### src/rtl/riscv_pkg.sv
// Shared types for the load/store unit: access size, LSU state encoding and
// small decode helpers used by both the control and alignment logic.
package riscv_pkg;

  typedef enum logic [1:0] {
    BYTE = 2'b00,
    HALF = 2'b01,
    WORD = 2'b10
  } lsu_size_e;

  typedef enum logic [2:0] {
    IDLE,
    REQ1,
    RESP1,
    REQ2,
    RESP2
  } lsu_state_e;

  // Lane mask of an access before it is shifted to its byte offset.
  // The reserved size encoding behaves like WORD.
  function automatic logic [3:0] size_mask(lsu_size_e size);
    case (size)
      BYTE:    return 4'b0001;
      HALF:    return 4'b0011;
      default: return 4'b1111;
    endcase
  endfunction

  // An access is misaligned when it does not fit inside one 32-bit word.
  function automatic logic is_misaligned(lsu_size_e size, logic [1:0] off);
    case (size)
      BYTE:    return 1'b0;
      HALF:    return (off == 2'd3);
      default: return (off != 2'd0);
    endcase
  endfunction

endpackage

### src/rtl/rv_lsu_if.sv
// Data-memory bus between the LSU (master) and the memory (slave).
// Request phase: data_req held until data_gnt. Response phase: data_rvalid
// with data_rdata/data_err, no earlier than the cycle after data_gnt.
interface rv_lsu_if;
  logic        data_req;
  logic [31:0] data_addr;
  logic        data_we;
  logic [3:0]  data_be;
  logic [31:0] data_wdata;
  logic        data_gnt;
  logic        data_rvalid;
  logic [31:0] data_rdata;
  logic        data_err;

  modport master (
    output data_req, data_addr, data_we, data_be, data_wdata,
    input  data_gnt, data_rvalid, data_rdata, data_err
  );

  modport slave (
    input  data_req, data_addr, data_we, data_be, data_wdata,
    output data_gnt, data_rvalid, data_rdata, data_err
  );
endinterface

### src/rtl/rv_lsu_align.sv
// Combinational lane alignment for the LSU: byte enables and store data
// shifted to the byte offset, load data shifted down and zero/sign extended.
// With RV_LSU_MISALIGN_EN the shift spans two words so an access crossing a
// word boundary yields a low-word and a high-word half.
module rv_lsu_align
  import riscv_pkg::*;
(
  input  lsu_size_e   size,
  input  logic [1:0]  off,
  input  logic        sign_ext,
  input  logic [31:0] wdata,
  input  logic [31:0] rdata_lo,
`ifdef RV_LSU_MISALIGN_EN
  input  logic [31:0] rdata_hi,
  output logic [3:0]  be_hi,
  output logic [31:0] wdata_hi,
`endif
  output logic [3:0]  be_lo,
  output logic [31:0] wdata_lo,
  output logic [31:0] rdata_fmt
);

  logic [31:0] shifted;

`ifdef RV_LSU_MISALIGN_EN
  logic [7:0]  be_wide;
  logic [63:0] wdata_wide;

  // two-word alignment: upper lanes of the first word, rest in the next word
  always_comb begin
    be_wide    = {4'b0000, size_mask(size)} << off;
    wdata_wide = {32'h0, wdata} << {off, 3'b000};
    shifted    = 32'({rdata_hi, rdata_lo} >> {off, 3'b000});
  end

  assign be_lo    = be_wide[3:0];
  assign be_hi    = be_wide[7:4];
  assign wdata_lo = wdata_wide[31:0];
  assign wdata_hi = wdata_wide[63:32];
`else
  // single-word alignment; misaligned accesses never reach the bus
  always_comb begin
    be_lo    = size_mask(size) << off;
    wdata_lo = wdata << {off, 3'b000};
    shifted  = rdata_lo >> {off, 3'b000};
  end
`endif

  // zero/sign extension by access size; WORD passes through untouched
  always_comb begin
    case (size)
      BYTE:    rdata_fmt = {{24{sign_ext & shifted[7]}}, shifted[7:0]};
      HALF:    rdata_fmt = {{16{sign_ext & shifted[15]}}, shifted[15:0]};
      default: rdata_fmt = shifted;
    endcase
  end

endmodule

### src/rtl/rv_lsu.sv
// RISC-V load/store unit: accepts one request from execute, runs it on the
// data-memory bus and returns a one-cycle completion pulse with formatted
// load data. Optional macro RV_LSU_MISALIGN_EN splits misaligned accesses
// into two word transactions; without it they complete at once with an error.
//
// state | meaning
// IDLE  | ready for a request; completion pulse of the previous one may show
// REQ1  | data_req for the first (or only) word, waiting for data_gnt
// RESP1 | waiting for data_rvalid of the first word
// REQ2  | data_req for the second word of a split access
// RESP2 | waiting for data_rvalid of the second word
module rv_lsu
  import riscv_pkg::*;
(
  input  logic        clk,
  input  logic        rst,
  input  logic        lsu_req_valid,
  input  logic        lsu_we,
  input  lsu_size_e   lsu_size,
  input  logic        lsu_sign_ext,
  input  logic [31:0] lsu_addr,
  input  logic [31:0] lsu_wdata,
  output logic        lsu_req_ready,
  output logic        lsu_rvalid,
  output logic [31:0] lsu_rdata,
  output logic        lsu_err,
  output logic        lsu_busy,
  rv_lsu_if.master    dmem
);

  lsu_state_e  state_q, state_d;
  logic        we_q, sx_q;
  lsu_size_e   size_q;
  logic [31:0] addr_q, wdata_q;
  logic        rvalid_q, err_q;
  logic [31:0] rdata_q;

  logic        accept, mis_in, req, done, done_err;
  logic [3:0]  be_lo;
  logic [31:0] wdata_lo, rdata_fmt, rdata_lo_sel;
  logic        bus_we;
  logic [3:0]  bus_be;
  logic [31:0] bus_addr, bus_wdata;

`ifdef RV_LSU_MISALIGN_EN
  logic        mis_q, capture_lo;
  logic [31:0] buf_q;
  logic [3:0]  be_hi;
  logic [31:0] wdata_hi;
`endif

  assign lsu_req_ready = (state_q == IDLE);
  assign accept        = lsu_req_valid && lsu_req_ready;
  assign mis_in        = is_misaligned(lsu_size, lsu_addr[1:0]);

  // state register
  always_ff @(posedge clk) begin
    if (rst) state_q <= IDLE;
    else     state_q <= state_d;
  end

  // next state, bus request and completion decode
  always_comb begin
    state_d  = state_q;
    req      = 1'b0;
    done     = 1'b0;
    done_err = 1'b0;
`ifdef RV_LSU_MISALIGN_EN
    capture_lo = 1'b0;
`endif
    case (state_q)
      IDLE: begin
        if (accept) begin
`ifdef RV_LSU_MISALIGN_EN
          state_d = REQ1;
`else
          if (mis_in) begin
            done     = 1'b1;
            done_err = 1'b1;
          end else begin
            state_d = REQ1;
          end
`endif
        end
      end
      REQ1: begin
        req = 1'b1;
        if (dmem.data_gnt) state_d = RESP1;
      end
      RESP1: begin
        if (dmem.data_rvalid) begin
          if (dmem.data_err) begin
            done     = 1'b1;
            done_err = 1'b1;
            state_d  = IDLE;
          end
`ifdef RV_LSU_MISALIGN_EN
          else if (mis_q) begin
            capture_lo = 1'b1;
            state_d    = REQ2;
          end
`endif
          else begin
            done    = 1'b1;
            state_d = IDLE;
          end
        end
      end
`ifdef RV_LSU_MISALIGN_EN
      REQ2: begin
        req = 1'b1;
        if (dmem.data_gnt) state_d = RESP2;
      end
      RESP2: begin
        if (dmem.data_rvalid) begin
          done     = 1'b1;
          done_err = dmem.data_err;
          state_d  = IDLE;
        end
      end
`endif
      default: state_d = IDLE;
    endcase
  end

  // request capture, split-load buffer and registered completion outputs
  always_ff @(posedge clk) begin
    if (rst) begin
      we_q     <= 1'b0;
      sx_q     <= 1'b0;
      size_q   <= BYTE;
      addr_q   <= '0;
      wdata_q  <= '0;
      rvalid_q <= 1'b0;
      err_q    <= 1'b0;
      rdata_q  <= '0;
`ifdef RV_LSU_MISALIGN_EN
      mis_q    <= 1'b0;
      buf_q    <= '0;
`endif
    end else begin
      rvalid_q <= done;
      err_q    <= done_err;
      if (done) rdata_q <= (done_err || we_q) ? 32'h0 : rdata_fmt;
      if (accept) begin
        we_q    <= lsu_we;
        sx_q    <= lsu_sign_ext;
        size_q  <= lsu_size;
        addr_q  <= lsu_addr;
        wdata_q <= lsu_wdata;
`ifdef RV_LSU_MISALIGN_EN
        mis_q   <= mis_in;
`endif
      end
`ifdef RV_LSU_MISALIGN_EN
      if (capture_lo) buf_q <= dmem.data_rdata;
`endif
    end
  end

`ifdef RV_LSU_MISALIGN_EN
  assign rdata_lo_sel = (state_q == RESP2) ? buf_q : dmem.data_rdata;
`else
  assign rdata_lo_sel = dmem.data_rdata;
`endif

  rv_lsu_align u_align (
    .size      (size_q),
    .off       (addr_q[1:0]),
    .sign_ext  (sx_q),
    .wdata     (wdata_q),
    .rdata_lo  (rdata_lo_sel),
`ifdef RV_LSU_MISALIGN_EN
    .rdata_hi  (dmem.data_rdata),
    .be_hi     (be_hi),
    .wdata_hi  (wdata_hi),
`endif
    .be_lo     (be_lo),
    .wdata_lo  (wdata_lo),
    .rdata_fmt (rdata_fmt)
  );

  // bus fields are forced to zero whenever no request is presented
  always_comb begin
    bus_we    = 1'b0;
    bus_be    = 4'h0;
    bus_addr  = 32'h0;
    bus_wdata = 32'h0;
    if (req) begin
      bus_we    = we_q;
      bus_addr  = {addr_q[31:2], 2'b00};
      bus_be    = be_lo;
      bus_wdata = wdata_lo;
`ifdef RV_LSU_MISALIGN_EN
      if (state_q == REQ2) begin
        bus_addr  = {addr_q[31:2] + 30'd1, 2'b00};
        bus_be    = be_hi;
        bus_wdata = wdata_hi;
      end
`endif
    end
  end

  assign dmem.data_req   = req;
  assign dmem.data_we    = bus_we;
  assign dmem.data_addr  = bus_addr;
  assign dmem.data_be    = bus_be;
  assign dmem.data_wdata = bus_wdata;

  assign lsu_rvalid = rvalid_q;
  assign lsu_err    = err_q;
  assign lsu_rdata  = rdata_q;
  assign lsu_busy   = (state_q != IDLE);

endmodule
### src/flat_wrapper.sv
// flat-port wrapper written by rule: the top's interface ports become plain ports
module rv_lsu_flat import riscv_pkg::*;
  (clk, rst, lsu_req_valid, lsu_we, lsu_size, lsu_sign_ext, lsu_addr, lsu_wdata, lsu_req_ready, lsu_rvalid, lsu_rdata, lsu_err, lsu_busy, dmem_data_req, dmem_data_addr, dmem_data_we, dmem_data_be, dmem_data_wdata, dmem_data_gnt, dmem_data_rvalid, dmem_data_rdata, dmem_data_err);
  rv_lsu_if dmem_i ();
  input  logic clk;
  input  logic rst;
  input  logic lsu_req_valid;
  input  logic lsu_we;
  input  lsu_size_e lsu_size;
  input  logic lsu_sign_ext;
  input  logic [31:0] lsu_addr;
  input  logic [31:0] lsu_wdata;
  output logic lsu_req_ready;
  output logic lsu_rvalid;
  output logic [31:0] lsu_rdata;
  output logic lsu_err;
  output logic lsu_busy;
  output wire logic [$bits(dmem_i.data_req)-1:0] dmem_data_req;
  output wire logic [$bits(dmem_i.data_addr)-1:0] dmem_data_addr;
  output wire logic [$bits(dmem_i.data_we)-1:0] dmem_data_we;
  output wire logic [$bits(dmem_i.data_be)-1:0] dmem_data_be;
  output wire logic [$bits(dmem_i.data_wdata)-1:0] dmem_data_wdata;
  input wire logic [$bits(dmem_i.data_gnt)-1:0] dmem_data_gnt;
  input wire logic [$bits(dmem_i.data_rvalid)-1:0] dmem_data_rvalid;
  input wire logic [$bits(dmem_i.data_rdata)-1:0] dmem_data_rdata;
  input wire logic [$bits(dmem_i.data_err)-1:0] dmem_data_err;
  assign dmem_data_req = dmem_i.data_req;
  assign dmem_data_addr = dmem_i.data_addr;
  assign dmem_data_we = dmem_i.data_we;
  assign dmem_data_be = dmem_i.data_be;
  assign dmem_data_wdata = dmem_i.data_wdata;
  assign dmem_i.data_gnt = dmem_data_gnt;
  assign dmem_i.data_rvalid = dmem_data_rvalid;
  assign dmem_i.data_rdata = dmem_data_rdata;
  assign dmem_i.data_err = dmem_data_err;
  rv_lsu u_core (.clk(clk), .rst(rst), .lsu_req_valid(lsu_req_valid), .lsu_we(lsu_we), .lsu_size(lsu_size), .lsu_sign_ext(lsu_sign_ext), .lsu_addr(lsu_addr), .lsu_wdata(lsu_wdata), .lsu_req_ready(lsu_req_ready), .lsu_rvalid(lsu_rvalid), .lsu_rdata(lsu_rdata), .lsu_err(lsu_err), .lsu_busy(lsu_busy), .dmem(dmem_i));
endmodule
### config.mk
export PLATFORM = sky130hd
export DESIGN_NAME = rv_lsu_flat
export DESIGN_NICKNAME = d
export VERILOG_FILES = /design/src/rtl/riscv_pkg.sv /design/src/rtl/rv_lsu_if.sv /design/src/rtl/rv_lsu_align.sv /design/src/rtl/rv_lsu.sv /design/src/flat_wrapper.sv
export SDC_FILE = /design/constraint.sdc
export NUM_CORES = 1
export LEC_CHECK = 0
export CAP_MARGIN = 15
export CORE_MARGIN = 4
export CORE_UTILIZATION = 43
export DETAILED_ROUTE_END_ITERATION = 8
export PLACE_DENSITY = 0.81
export SKIP_CTS_REPAIR_TIMING = 1
export SYNTH_ARGS = -nofsm -noshare
export SYNTH_HDL_FRONTEND = slang
export SYNTH_SLANG_ARGS = --single-unit
### constraint.sdc
create_clock -name clk -period 1.9 [get_ports clk]
set_clock_uncertainty 0.05 [all_clocks]
set_input_delay 0.285 -clock clk [delete_from_list [all_inputs] [get_ports clk]]
set_output_delay 0.285 -clock clk [all_outputs]
set_load 0.02 [all_outputs]
# Word level (Yosys, flattened, before mapping)
# Cells that the tools add are included.
# Widths: inputs -> output; s select.
word_totals:
  reg_bits: 105
  input_bits: 106
  out_inout_bits: 106
  wordCells: 52
classes:
  eq_ne: 9
  shifts: 3
  muxes: 21
  bitwise_logic: 2
  reduce_logical: 8
ops:
  columns: ["operator", "n"]
  rows:
  - ["$mux 32", 3]
  - ["$pmux 32 s2", 1]
  - ["$shl 32x5->32", 1]
  - ["$shr 32x5->32", 1]
  - ["$mux 3", 4]
  - ["$pmux 3 s3", 1]
  - ["$ne 2x2->1 const B", 4]
  - ["$pmux 4 s2", 1]
  - ["$mux 1", 7]
  - ["$pmux 1 s2", 3]
  - ["$eq 2x1->1 const B", 2]
  - ["$logic_not 2->1", 2]
  - ["$mux 4", 1]
  - ["$reduce_and 4->1", 1]
  - ["$shl 4x2->4", 1]
  - ["$eq 3x1->1 const B", 1]
  - ["$eq 3x2->1 const B", 1]
  - ["$logic_not 3->1", 1]
  - ["$reduce_bool 3->1", 1]
  - ["$and 1x1->1", 2]
  - ["$eq 2x2->1 const B", 1]
  - ["$reduce_bool 2->1", 1]
  - ["$logic_and 1x1->1", 1]
  - ["$logic_or 1x1->1", 1]

# Logic depth before layout (Yosys ltp)
depth:
  depth_word: 7
  ltp_mapped: 8
  depth_no_buf: 5

# Cells and area by module
# A second synthesis with hierarchy kept.
hier_totals:
  cells_unflattened: 720
  hier_area_um2: 5723.0
modules_own_cells:
  columns: ["module", "n_inst", "cells_each", "area_per_inst_um2", "seq_area_each_um2"]
  rows:
  - ["rv_lsu", 1, 505, 4236.6, 2082.0]
  - ["rv_lsu_align", 1, 215, 1486.4, 0.0]

# Worst setup path after synthesis
# OpenSTA, ideal clock, no wires.
synth_timing:
  path_type: "register to output"
  start: "reg u_core.addr_q[0]"
  end: "out dmem_data_be[2]"
  t_arrival_ns: 1.737
  required_time_ns: 1.565
  setup_slack_ns: -0.172
  path_stages_with_launch: 6
  n_path_buf: 3
  path_cell_list: "dfxtp_1 > buf_2 > buf_2 > clkbuf_1 > nand2_1 > a221oi_1"
synth_via:
  elab_chain_len: 2
synth_rtl:
  columns: ["item", "line_no", "source"]
  rows:
  - ["start, declared", "rv_lsu.sv:34", "logic [31:0] addr_q, wdata_q;"]
  - ["start signal, assigned", "rv_lsu.sv:149", "addr_q <= lsu_addr;"]
  - ["$shl 4x2->4", "rv_lsu_align.sv:43", "be_lo = size_mask(size) << off;"]
  - ["$mux 4", "rv_lsu.sv:189", "if (req) begin"]
  - ["end, declared", "flat_wrapper.sv:21", "output wire logic [$bits(dmem_i.data_be)-1:0] dmem_data_be;"]
# No other way between the ends.

# Worst setup path in the final report
layout_timing:
  start: "reg u_core.addr_q[1]"
  end: "out dmem_data_wdata[18]"
layout_via:
  elab_chain_len: 2
layout_rtl:
  columns: ["item", "line_no", "source"]
  rows:
  - ["$shl 32x5->32", "rv_lsu_align.sv:44", "wdata_lo = wdata << {off, 3'b000};"]
  - ["$mux 32", "rv_lsu.sv:189", null]
  - ["end, declared", "flat_wrapper.sv:22", "output wire logic [$bits(dmem_i.data_wdata)-1:0] dmem_data_wdata;"]
# No other way between the ends.

==> reports/metrics.yaml <==
status: "finished with violations"
violated_checks: "negative setup slack"
synth.mux.area_fraction_pct: 9.23
synth_top_family_by_area: "simple AND/OR/NAND/NOR gates"
antenna-diode-count: 0
antenna_left: 0
tightest_slew_ns: 0.722
clock_tree.htree_level_count: 3
dp_hpwl_mm: 11.8
post_synth_num_cell_types: 39
slew_headroom_pct: 51.9
finalMaxSlewViolations: 0
net_switching_power_mw: 1.49
fp.dieArea_sq_um: 13200
critPathMaxFanout: 6
post-synth-top-area-cell: "sky130_fd_sc_hd__dfxtp_1"
holdWs_ns: 0.338
critical_path.startpoint: "u_core.addr_q[1]"
worst_setup_path_start_kind: "flop"
critical_path_arrival_ns: 1.75
synthTopCellsByCount: "137 x sky130_fd_sc_hd__nand2_1, 104 x sky130_fd_sc_hd__dfxtp_1, 85 x sky130_fd_sc_hd__a21oi_1"
worstReg2RegEnd: "u_core.lsu_rdata[13]"
synth_largest_type_area_fraction_pct: 42.3
post_synth_inst_count: 598
synth.yosys.seq_area_share_pct: 42.3
drc_errors: 0
post-route-period-util_pct: 110
power.share.clock_pct: 34.3
synth.yosys.warnings: 0
design.core.area_sq_um: 11000
cts.clk_slew.worst_paths_ns: 0.07
vias: 5254
number_of_synthesized_register_bits: 104
dp_slack_ns: -0.372
drive_gt1_share_pct: 22.1
antenna_found_initial: 0
area_growth_pct: 64.5
grt_first_pass_wirelength_mm: 24.7
yosys.area_share.simple_pct: 23.3
timing.setup.critical_path_class: "reg2out"
detail_route.wl_per_cell_microns: 18.0
synth_xor_xnor_area_share_pct: 0
vdd_ir_drop_max_mv: 0.497
yosys_most_used_dff: "sky130_fd_sc_hd__dfxtp_1"
critPathCaptureType: "primary output"
worst_slack_ns: -0.185
finalWorstPathRequiredPeriod_ns: 2.08
cts-root-buf: "sky130_fd_sc_hd__clkbuf_16"
groute.usage.overall_pct: 23.4
grt_start_max_net_pins: 69
power.density_cell_area_nw_per_um2: 669
initial_core_util_pct: 44.6
complex_gate_fraction_of_the_synthesized_area_pct: 19.7
fp.dieH_microns: 115
synth.most_common_cell: "sky130_fd_sc_hd__nand2_1"
dieWidth_microns: 115
timing.fmax_mhz: 480
async_flop_share_pct: 0
worst_ep_required_ns: 1.56
rows: 38
cts_tree: "done"
cell_internal_pwr_mw: 3.93
r2r.worst_path.cells: 5
synth_area_leaders: "sky130_fd_sc_hd__dfxtp_1 42%, sky130_fd_sc_hd__nand2_1 10%, sky130_fd_sc_hd__a21oi_1 8.6%, sky130_fd_sc_hd__and2_1 5.1%, sky130_fd_sc_hd__mux2i_1 4.9%"
hold_viol: 0
power.static_leakage_nw: 3.71
setup_viol: 12
via_per_instance_ratio: 5.42
detailedRoute.firstIterationViolations: 392
worstHoldPathType: "in2reg"
post_synth_fa_ha_maj_area_fraction_pct: 0
power.switching_fraction_pct: 27.4
insertion_delay_ns: 0.34
p_comb_share_pct: 22.0
portBuffers: 209
first_pass_iters: 5
cts_buffers: 9
tritoncts_num_sinks: 104
grt_pass1_vias: 4851
power.share.sequential_pct: 43.6
critPathCapture: "dmem_data_wdata[18]"
ioPinCount: 212
r2r_setup_slack_ns: 0.05
globalRoute.totalOverflow: 0
synth_edf_count: 0
clock_tree.buffer_depth: 2
design.final.nets: 930
synth_area_per_cell_sq_um: 8.22
gpl.final_weighted_congestion: 0.869
r2r_start: "u_core.addr_q[0]"
rsz_0062_raised_after_global_routing: "true"
wl_mm: 17.5
maxCapViolations: 0
synthesis.area_sq_um: 4920
[logic make-up (layout without fill, tap and decap cells)]
| group | count (synthesis) | after routing |
|---|---|---|
| AND/OR/NAND/NOR | 250 | 251 |
| other | 1 | 2 |
| buffers and inverters | 55 | 284 |
| flip-flops | 104 | 104 |
| AO/OA/AOI/OAI | 147 | 147 |
| multiplexers | 41 | 41 |
[worst max-delay path, stage by stage, from the launching register on]
cell and delay [ns]:
sky130_fd_sc_hd__dfxtp_4 0.38, sky130_fd_sc_hd__buf_12 0.11, sky130_fd_sc_hd__buf_6 0.10, sky130_fd_sc_hd__buf_12 0.13, sky130_fd_sc_hd__mux2i_4 0.24, sky130_fd_sc_hd__nor2_1 0.06, sky130_fd_sc_hd__a21oi_1 0.14, sky130_fd_sc_hd__nor2_1 0.07
sky130_fd_sc_hd__buf_2 0.18
[stage by stage]
stage | util, % | cells | area, sq um | power (mW) | TNS [ns]
2_1_floorplan | - | 599 | 4970 | 2.94 | -0.0382
3_3_place_gp | 66.7 | 939 | 7360 | 3.42 | -21.08
3_5_place_dp | 66.7 | 939 | 7360 | 3.44 | -24.67
4_1_cts | 69.4 | 955 | 7660 | 5.29 | -30.44
5_1_grt | 73.3 | 969 | 8090 | 5.62 | -2.60
6_report | 73.3 | 969 | 8090 | 5.42 | -1.25
[per-layer routing]
layer | share of wire, % | up-vias | track usage (%)
met4 | 3.0 | 0 | 7.59
met1 | 38 | 2469 | 27.8
li1 | - | 2505 | -
met2 | 49 | 238 | 39.1
met3 | 9.0 | 42 | 8.89
met5 | 0 | - | 0
[registers in the layout (all words and copies together) (netlist names)]
register and cells:
u_core.addr_q 32, u_core.we_q 1, u_core.wdata_q 32, u_core.sx_q 1, u_core.lsu_err 1, u_core.lsu_rvalid 1, u_core.lsu_rdata 32, u_core.state_q 2
u_core.size_q 2
[placed cells by master, fill, tap and decap left out, types with 3 or more instances in the layout]
master,n
sky130_fd_sc_hd__clkdlybuf4s50_1,138
sky130_fd_sc_hd__nand2_1,137
sky130_fd_sc_hd__dfxtp_1,101
sky130_fd_sc_hd__a21oi_1,85
sky130_fd_sc_hd__buf_4,60
sky130_fd_sc_hd__and2_1,39
sky130_fd_sc_hd__nor2_1,38
sky130_fd_sc_hd__dlymetal6s2s_1,37
sky130_fd_sc_hd__a221o_1,16
sky130_fd_sc_hd__mux2i_1,15
sky130_fd_sc_hd__mux2_2,15
sky130_fd_sc_hd__o2bb2ai_1,15
sky130_fd_sc_hd__a211oi_2,13
sky130_fd_sc_hd__clkbuf_16,11
sky130_fd_sc_hd__buf_6,10
sky130_fd_sc_hd__nor2_2,7
sky130_fd_sc_hd__a221oi_2,7
sky130_fd_sc_hd__buf_2,6
sky130_fd_sc_hd__buf_12,6
sky130_fd_sc_hd__mux2i_4,5
sky130_fd_sc_hd__nor2b_1,5
sky130_fd_sc_hd__clkbuf_2,5
sky130_fd_sc_hd__mux2i_2,4
sky130_fd_sc_hd__clkinv_2,4
sky130_fd_sc_hd__a211oi_1,3
sky130_fd_sc_hd__nor3_2,3
[worst min-delay path by stage]
stage | start | end | slack [ns] | cells after the start
2_1_floorplan | lsu_addr[10] | u_core.addr_q[10] | 0.37 | 2
3_3_place_gp | u_core.addr_q[7] | u_core.addr_q[7] | 0.39 | 2
3_5_place_dp | u_core.addr_q[26] | u_core.addr_q[26] | 0.39 | 2
4_1_cts | rst | u_core.lsu_rdata[7] | 0.40 | 3
5_1_grt | rst | u_core.lsu_rdata[7] | 0.36 | 3
6_report | rst | u_core.lsu_rdata[7] | 0.34 | 3
[power by group through the flow]
stage / clock, mW / sequential [mW] / combinational, mW
after global placement: 0 / 2.39 / 1.03
after detailed placement: 0 / 2.39 / 1.05
after global routing: 1.97 / 2.37 / 1.28
after CTS: 1.89 / 2.35 / 1.06
after floorplan: 0 / 2.38 / 0.562
final: 1.86 / 2.36 / 1.19
[final cells by class]
class | instances | area [sq um]
sequential | 104 | 2090
tap | 140 | 175
multi-input combinational | 441 | 2870
inverter | 3 | 11.3
fill | 815 | 2940
clock inverter | 6 | 58.8
clock buffer | 10 | 239
timing repair buffer | 265 | 2650
No activity file was read; power rests on OpenSTA's default activity.
